==> config.mk <==
export PLATFORM = sky130hd
export DESIGN_NAME = inst_loader_flat
export DESIGN_NICKNAME = d
export VERILOG_FILES = /design/src/rtl/inst_loader_pkg.sv /design/src/rtl/inst_loader_if.sv /design/src/rtl/inst_loader_byte_assembler.sv /design/src/rtl/inst_loader.sv /design/src/flat_wrapper.sv
export SDC_FILE = /design/constraint.sdc
export NUM_CORES = 1
export LEC_CHECK = 0
export CAP_MARGIN = 30
export CORE_ASPECT_RATIO = 1.5
export CORE_MARGIN = 2
export CORE_UTILIZATION = 30
export CTS_BUF_LIST = sky130_fd_sc_hd__clkbuf_16
export CTS_CLUSTER_SIZE = 25
export DETAILED_ROUTE_END_ITERATION = 8
export PLACE_DENSITY = 0.51
export SYNTH_ARGS = -nofsm -noshare
export SYNTH_HDL_FRONTEND = slang
export SYNTH_SLANG_ARGS = --single-unit
==> constraint.sdc <==
create_clock -name clk -period 2.1 [get_ports clk]
set_clock_uncertainty 0.1 [all_clocks]
set_input_delay 0.42 -clock clk [delete_from_list [all_inputs] [get_ports clk]]
set_output_delay 0.42 -clock clk [all_outputs]
set_load 0.005 [all_outputs]
==> src/rtl/inst_loader_pkg.sv <==
// Shared types and constants for the byte-stream instruction loader.
package inst_loader_pkg;

  typedef enum logic [2:0] {
    S_IDLE  = 3'd0,
    S_HDR   = 3'd1,
    S_DATA  = 3'd2,
    S_WRITE = 3'd3,
    S_DONE  = 3'd4,
    S_ERR   = 3'd5
  } state_t;

  localparam int HDR_BYTES  = 4;
  localparam int WORD_BYTES = 4;
  localparam int ADDR_INC   = 4;

endpackage

==> src/rtl/inst_loader_if.sv <==
// Byte-stream input and instruction-RAM write port of the loader.
interface inst_loader_if #(
  parameter int W = 32
) ();
  logic         in_valid;
  logic [7:0]   in_data;
  logic         in_ready;
  logic         is_write;
  logic [W-1:0] im_addr;
  logic [W-1:0] im_inst;

  // master: byte source / RAM side; slave: the loader itself
  modport master (output in_valid, in_data, input in_ready, is_write, im_addr, im_inst);
  modport slave  (input in_valid, in_data, output in_ready, is_write, im_addr, im_inst);
endinterface

==> src/rtl/inst_loader_byte_assembler.sv <==
// Little-endian byte-to-word assembler shared by the header and data phases.
// word/word_valid are combinational so the 4th byte is usable in its own cycle.
module byte_assembler
  import inst_loader_pkg::*;
(
  input  logic                    clk,
  input  logic                    rst,
  input  logic                    clear,
  input  logic                    byte_valid,
  input  logic [7:0]              byte_data,
  output logic [8*WORD_BYTES-1:0] word,
  output logic                    word_valid
);
  localparam int CNT_W = $clog2(WORD_BYTES);
  localparam int SH_W  = 8 * (WORD_BYTES - 1);

  logic [CNT_W-1:0] byte_cnt;
  logic [SH_W-1:0]  shift_q;

  assign word_valid = byte_valid && (byte_cnt == CNT_W'(WORD_BYTES - 1));
  assign word       = {byte_data, shift_q};

  // NOTE: registers use non-blocking assignments so every flop samples pre-edge values.
  always_ff @(posedge clk) begin
    if (rst || clear)      byte_cnt <= '0;
    else if (word_valid)   byte_cnt <= '0;
    else if (byte_valid)   byte_cnt <= byte_cnt + CNT_W'(1);
  end

  // NOTE: pure data storage, no reset needed: it is only observed after a full word is shifted in.
  always_ff @(posedge clk) begin
    if (byte_valid) shift_q <= {byte_data, shift_q[SH_W-1:8]};
  end

endmodule

==> src/rtl/inst_loader.sv <==
// Framed byte-stream program loader: length header, then words written to instruction RAM.
// Holds the core in reset until a frame has been loaded cleanly.
module inst_loader
  import inst_loader_pkg::*;
#(
  parameter int          W              = 32,
  parameter int          DEPTH_WORDS    = 2048,
  parameter int unsigned BASE_ADDR      = 0,
  parameter int unsigned TIMEOUT_CYCLES = 1000000
) (
  input  logic                               clk,
  input  logic                               rst,
  input  logic                               start,
  inst_loader_if.slave                       bus,
  output logic                               cpu_hold,
  output logic                               load_done,
  output logic                               load_err,
  output logic [$clog2(DEPTH_WORDS+1)-1:0]   words_loaded
);
  localparam int CW = $clog2(DEPTH_WORDS + 1);
  localparam int TW = $clog2(TIMEOUT_CYCLES + 1);

  state_t               state, state_nxt;
  logic                 busy, accept, start_go, timed_out, last_word;
  logic [8*WORD_BYTES-1:0] word;
  logic                 word_valid;
  logic [CW-1:0]        idx_q, len_q, words_q;
  logic [TW-1:0]        tmo_q;
  logic [W-1:0]         im_addr_q, im_inst_q;

  assign busy      = (state == S_HDR) || (state == S_DATA);
  assign accept    = busy && bus.in_valid;
  assign start_go  = start && ((state == S_IDLE) || (state == S_DONE) || (state == S_ERR));
  assign timed_out = busy && !accept && (tmo_q == TW'(TIMEOUT_CYCLES - 1));
  assign last_word = ((idx_q + CW'(1)) == len_q);

  byte_assembler u_asm (
    .clk        (clk),
    .rst        (rst),
    .clear      (start_go),
    .byte_valid (accept),
    .byte_data  (bus.in_data),
    .word       (word),
    .word_valid (word_valid)
  );

  always_ff @(posedge clk) begin
    if (rst) state <= S_IDLE;
    else     state <= state_nxt;
  end

  // NOTE: every always_comb output gets a default first so no path can infer a latch.
  always_comb begin
    state_nxt = state;
    case (state)
      S_IDLE, S_DONE, S_ERR: if (start) state_nxt = S_HDR;
      S_HDR: begin
        if (word_valid) begin
          if (word == '0)                     state_nxt = S_DONE;
          else if (word > 32'(DEPTH_WORDS))   state_nxt = S_ERR;
          else                                state_nxt = S_DATA;
        end else if (timed_out) begin
          state_nxt = S_ERR;
        end
      end
      S_DATA: begin
        if (word_valid)     state_nxt = S_WRITE;
        else if (timed_out) state_nxt = S_ERR;
      end
      S_WRITE: state_nxt = last_word ? S_DONE : S_DATA;
      default: state_nxt = S_IDLE;
    endcase
  end

  always_comb begin
    bus.in_ready = 1'b0;
    bus.is_write = 1'b0;
    cpu_hold     = 1'b1;
    load_done    = 1'b0;
    load_err     = 1'b0;
    case (state)
      S_HDR, S_DATA: bus.in_ready = 1'b1;
      S_WRITE:       bus.is_write = 1'b1;
      S_DONE: begin
        cpu_hold  = 1'b0;
        load_done = 1'b1;
      end
      S_ERR:         load_err = 1'b1;
      default: ;
    endcase
  end

  // Idle counter only runs while a frame is collecting bytes; WRITE does not count as idle.
  always_ff @(posedge clk) begin
    if (rst) begin
      idx_q     <= '0;
      len_q     <= '0;
      words_q   <= '0;
      tmo_q     <= '0;
      im_addr_q <= '0;
      im_inst_q <= '0;
    end else begin
      if (start_go) begin
        idx_q   <= '0;
        words_q <= '0;
        tmo_q   <= '0;
      end
      if (busy) tmo_q <= accept ? '0 : tmo_q + TW'(1);
      if (state == S_HDR && word_valid) len_q <= word[CW-1:0];
      if (state == S_DATA && word_valid) begin
        im_addr_q <= W'(BASE_ADDR) + W'(idx_q) * W'(ADDR_INC);
        im_inst_q <= W'(word);
      end
      if (state == S_WRITE) begin
        idx_q   <= idx_q + CW'(1);
        words_q <= words_q + CW'(1);
      end
    end
  end

  assign bus.im_addr   = im_addr_q;
  assign bus.im_inst   = im_inst_q;
  assign words_loaded  = words_q;

endmodule

==> src/flat_wrapper.sv <==
// flat-port wrapper written by rule: the top's interface ports become plain ports
module inst_loader_flat import inst_loader_pkg::*;
#(
  parameter int          W              = 32,
  parameter int          DEPTH_WORDS    = 2048,
  parameter int unsigned BASE_ADDR      = 0,
  parameter int unsigned TIMEOUT_CYCLES = 1000000
)
  (clk, rst, start, cpu_hold, load_done, load_err, words_loaded, bus_in_valid, bus_in_data, bus_in_ready, bus_is_write, bus_im_addr, bus_im_inst);
  inst_loader_if #(.W(W)) bus_i ();
  input  logic clk;
  input  logic rst;
  input  logic start;
  output logic cpu_hold;
  output logic load_done;
  output logic load_err;
  output logic [$clog2(DEPTH_WORDS+1)-1:0] words_loaded;
  input wire logic [$bits(bus_i.in_valid)-1:0] bus_in_valid;
  input wire logic [$bits(bus_i.in_data)-1:0] bus_in_data;
  output wire logic [$bits(bus_i.in_ready)-1:0] bus_in_ready;
  output wire logic [$bits(bus_i.is_write)-1:0] bus_is_write;
  output wire logic [$bits(bus_i.im_addr)-1:0] bus_im_addr;
  output wire logic [$bits(bus_i.im_inst)-1:0] bus_im_inst;
  assign bus_i.in_valid = bus_in_valid;
  assign bus_i.in_data = bus_in_data;
  assign bus_in_ready = bus_i.in_ready;
  assign bus_is_write = bus_i.is_write;
  assign bus_im_addr = bus_i.im_addr;
  assign bus_im_inst = bus_i.im_inst;
  inst_loader #(.W(W), .DEPTH_WORDS(DEPTH_WORDS), .BASE_ADDR(BASE_ADDR), .TIMEOUT_CYCLES(TIMEOUT_CYCLES)) u_core (.clk(clk), .rst(rst), .start(start), .bus(bus_i), .cpu_hold(cpu_hold), .load_done(load_done), .load_err(load_err), .words_loaded(words_loaded));
endmodule
# --- Word-level counts from Yosys, hierarchy flattened ---
# Cells that the tools add are included.
totals:
  inputBits: 12
  reg_bits: 129
  word_cells: 61
  output_inout_bits: 81
op_classes:
  reduce_logical: 19
  magnitude_cmp: 1
  add_sub_neg: 4
  n_mux: 19
  eq_ne: 9
op_table:
  columns: ["cell", "count"]
  rows:
  - ["20-bit 2-to-1 mux", 3]
  - ["12-bit 2-to-1 mux", 3]
  - ["32-bit by 12-bit > comparator with 1-bit output (second input constant)", 1]
  - ["32-bit logical NOT", 1]
  - ["12-bit by 1-bit adder with 12-bit output (second input constant)", 2]
  - ["3-bit 2-to-1 mux", 7]
  - ["20-bit by 1-bit adder with 20-bit output (second input constant)", 1]
  - ["20-bit equality test (second input constant)", 1]
  - ["12-bit equality test", 1]
  - ["3-bit case mux with 4 select lines", 1]
  - ["1-bit logical AND", 7]
  - ["3-bit by 2-bit equality test with 1-bit output (second input constant)", 2]
  - ["3-bit equality test (second input constant)", 2]
  - ["1-bit 2-to-1 mux", 5]
  - ["1-bit logical OR", 4]
  - ["2-bit nonzero test", 2]
  - ["2-bit OR reduction", 2]
  - ["3-bit by 1-bit equality test with 1-bit output (second input constant)", 1]
  - ["3-bit logical NOT", 1]
  - ["3-bit OR reduction", 1]
  - ["2-bit by 1-bit adder with 2-bit output (second input constant)", 1]
  - ["2-bit equality test (second input constant)", 1]
  - ["2-bit inequality test (second input constant)", 1]
  - ["1-bit logical NOT", 1]

# --- Longest topological paths before layout ---
depth:
  word_depth: 9
  mapped_depth: 9
  mapped_depth_nobuf: 8

# --- Cells and area by module ---
# Synthesis repeated with hierarchy kept, for this count alone.
unflattened:
  hier_cells: 683
  hier_area_um2: 5794.3
by_module_without_submodules:
  columns: ["mod", "n_inst", "cells_each", "area_per_inst_um2", "seq_area_each_um2"]
  rows:
  - ["inst_loader", 1, 641, 4906.0, 2062.0]
  - ["byte_assembler", 1, 42, 888.4, 760.7]

# --- Worst setup path before layout ---
# OpenSTA, ideal clock, no wires.
synth_timing:
  path_kind: "register -> register"
  start: "register u_core.idx_q[0]"
  end: "register u_core.state[1]"
  slack_ps: -72
  n_path_buf: 1
  t_required_ps: 1883
  path_stages_with_launch: 9
  t_arrival_ps: 1956
  setup_ps: 117
  period_less_slack_ps: 2172
  path_cell_list: "dfxtp_1 > ha_1 > and3_1 > buf_2 > nand3_1 > nor2_1 > o221ai_1 > or4_4 > a22o_1"
synth_via:
  elab_chain_cells: 4
synth_lines:
  columns: ["item", "line_no", "source"]
  rows:
  - ["start: declaration", "inst_loader.sv:27", "logic [CW-1:0] idx_q, len_q, words_q;"]
  - ["start signal: assignment", "inst_loader.sv:115", "idx_q <= idx_q + CW'(1);"]
  - ["12-bit by 1-bit adder with 12-bit output", "inst_loader.sv:35", "assign last_word = ((idx_q + CW'(1)) == len_q);"]
  - ["12-bit equality test", "inst_loader.sv:35", null]
  - ["3-bit 2-to-1 mux", "inst_loader.sv:70", "S_WRITE: state_nxt = last_word ? S_DONE : S_DATA;"]
  - ["3-bit case mux with 4 select lines", "inst_loader.sv:55", "case (state)"]
  - ["end signal: assignment", "inst_loader.sv:49", "else state <= state_nxt;"]
  - ["end: declaration", "inst_loader.sv:23", "state_t state, state_nxt;"]
# Every way passes these cells.
# A chain may end at the register's enable or synchronous reset.

# --- Final worst setup path ---
# Ends and elaborated chain as after synthesis.

==> flow_summary.ini <==
[grt]
antenna_found_initial = 0
grt.busiest_layer = met2
use_met3_pct = 3.99
grt_max_degree = 74
grt_pass1_vias = 4984
met1_usage_pct = 17.3
grt.total_usage_pct = 15.8
grt_pass1_wl_um = 24900
grt_util_met2_pct = 27.6
gr-total-overflow = 0

[sta]
timing.slew.headroom_pct = 64.4
setup_viol = 0
worst_pin_slew_ns = 0.529
fin_crit_sh_pct = 99.8
fin_crit_ns = 2.10
rsz0062_at_grt = true
finalHoldViolCount = 0
timing.setup.tns_ns = 0
fmax_mhz = 477
slew_violations = 0

[worst_setup_path]
crit_path_cell_trace = buf_4 > and4_4 > and4_4 > nor3b_2 > a31oi_1 > or4_4 > a22o_1
cpMostUsedCell = and4_4
cp_max_fo = 7
cp-start-kind = register
critical_path_class = reg -> reg
crit_family = simple AND/OR/NAND/NOR gates
cp.arrival_ns = 2.31
required_ns = 2.31
critPathBufInv = 1
critPathCaptureType = register
cp_slowest_cell = or4_4
max_stage_delay_ns = 0.56

[clock_tree]
max-clock-path-buffers = 2
cts_buffers = 17
clkTransAtPathRegs_ns = 0.05
clock-root-buffer = clkbuf_16
clkLatencyLatePin_ns = 0.42
ctsHoldBuffers = 0
clkSinkCount = 129
tritoncts = built
cts.htree.levels = 4

[final_layout]
area.growth.synth_to_final_pct = 33.3
post_route_cells_drive_above_1_share_pct = 14.6
fin_util_pct = 40.4
antenna_cells = 0
nets = 795
mostFrequentLayoutCells = 148 x nand2_1, 100 x dfxtp_1, 89 x a21oi_1
layout_commonest_cell = nand2_1
finalNonFillerCells = 1048

[synth]
synthCells = 672
ys_seq_area_share_pct = 49.2
synthArstFlopShare_pct = 0
synth_cell_types = 56
ys.warnings.count = 0
netlist_area_um2 = 5740
synth_seq_cells = 129
synth_ff_type = dfxtp_1
synth_edf_count = 24
syn-mean-instance-area_um2 = 8.54

[flow_run]
cap_violations = 0

[route]
drt_pass1_iterations = 4
drc = 0
finalWirelength_um = 15300
via_per_inst = 4.81
avgRoutedWirePerCell_um = 14.6
drt_iter0_drc = 186
vias = 5044
ant_nets = 0

[placed_design]
place_congestion = 0.856
io_buffers = 72
placedCellCount = 1014
hpwl_um = 10900

[floorplan]
core_um2 = 18900
fp.dieW_um = 117
pin_count = 93
initial_core_util_pct = 30.3
row_count = 62
fp.dieH_um = 173
dieArea_um2 = 20300

[worst_hold_path]
hold_class = in -> reg

[power]
ir_worst_vdd_uv = 498
power_w = 0.00585
leakagePower_nw = 2.70
p_per_area_nw_per_um2 = 765

[outcome]
status = complete, no violations
area by class of cell:
class                   instances  area, µm²
clock buffers                  17        425
clock inverters                15        191
fillers                      1937      11300
inverters                       5       21.3
multi-input cells             495       2640
flip-flops and latches        129       2840
well taps                     256        320
repair buffers                131       1220
registers in the layout, indices dropped and copies added (netlist names):
name,cells
u_core.u_asm.byte_cnt,2
u_core.words_loaded,12
u_core.bus.im_addr,12
u_core.bus.im_inst,32
u_core.state,3
u_core.idx_q,12
u_core.tmo_q,20
u_core.len_q,12
u_core.u_asm.shift_q,24
worst paths after layout:
check	startpoint	endpoint	slack, ns	cells past startpoint
setup / recovery	u_core.idx_q[0]	u_core.state[1]	0.005	7
hold / removal	rst	u_core.tmo_q[1]	0.30	2
setup reg to reg	u_core.idx_q[0]	u_core.state[1]	0.005	7
hold reg to reg	u_core.bus.im_inst[29]	u_core.bus.im_inst[29]	0.35	2
report_power, final:
group	internal [W]	switching, W	total [W]
logic	0.0000776	0.000120	0.000198
registers	0.00254	0.0000219	0.00256
clock network	0.00197	0.00112	0.00309
kinds of logic after synthesis:
kind of cell	Yosys count	synth area share [%]
buf+inv	67	7.24
fa+ha+maj	4	0.872
simple gates	298	23.9
compound gates	145	14.4
flops	129	49.2
xor+xnor	25	3.81
mux	3	0.567
other cells	1	0.0653
metal layers:
metal	vias up	routed length (µm)	share of wire, %
met5	-	0	0
met4	0	360	2.4
met3	23	700	4.6
met2	118	8040	53
met1	2378	6190	40
li1	2525	-	-
synth_stat cells (10+ instances only):
cell type / count / share of area (%)
clkbuf_1: 27 / 1.8
dfxtp_1: 105 / 37
a21oi_1: 89 / 7.8
nand3_1: 15 / 1.3
xor2_1: 10 / 1.5
nor2_1: 54 / 3.5
o21ai_0: 21 / 1.8
nor4_1: 10 / 1.1
edfxtp_1: 24 / 13
nand4_1: 11 / 1.2
and3_1: 12 / 1.3
nand2_1: 149 / 9.7
buf_4: 21 / 2.7
nor3_1: 12 / 1.0
xnor2_1: 15 / 2.3
metrics by stage:
| stage | setup WS, ns | area, µm² | hold slack (ns) |
|---|---|---|---|
| floorplan | 0.00630 | 5820 | 0.348 |
| global placement | -0.150 | 6950 | 0.345 |
| detailed placement | -0.193 | 6950 | 0.346 |
| CTS | -0.0995 | 7630 | 0.284 |
| global route | -0.0908 | 7650 | 0.306 |
| finish | 0.00492 | 7650 | 0.300 |
repair_timing:
item	4_1_cts	5_1_grt
resized for setup	20	6
setup buffers	2	0
cloned	0	0
pin swaps	3	5
endpoints found under the setup margin	6	8
Note: power is estimated with default switching activity, not from simulation.
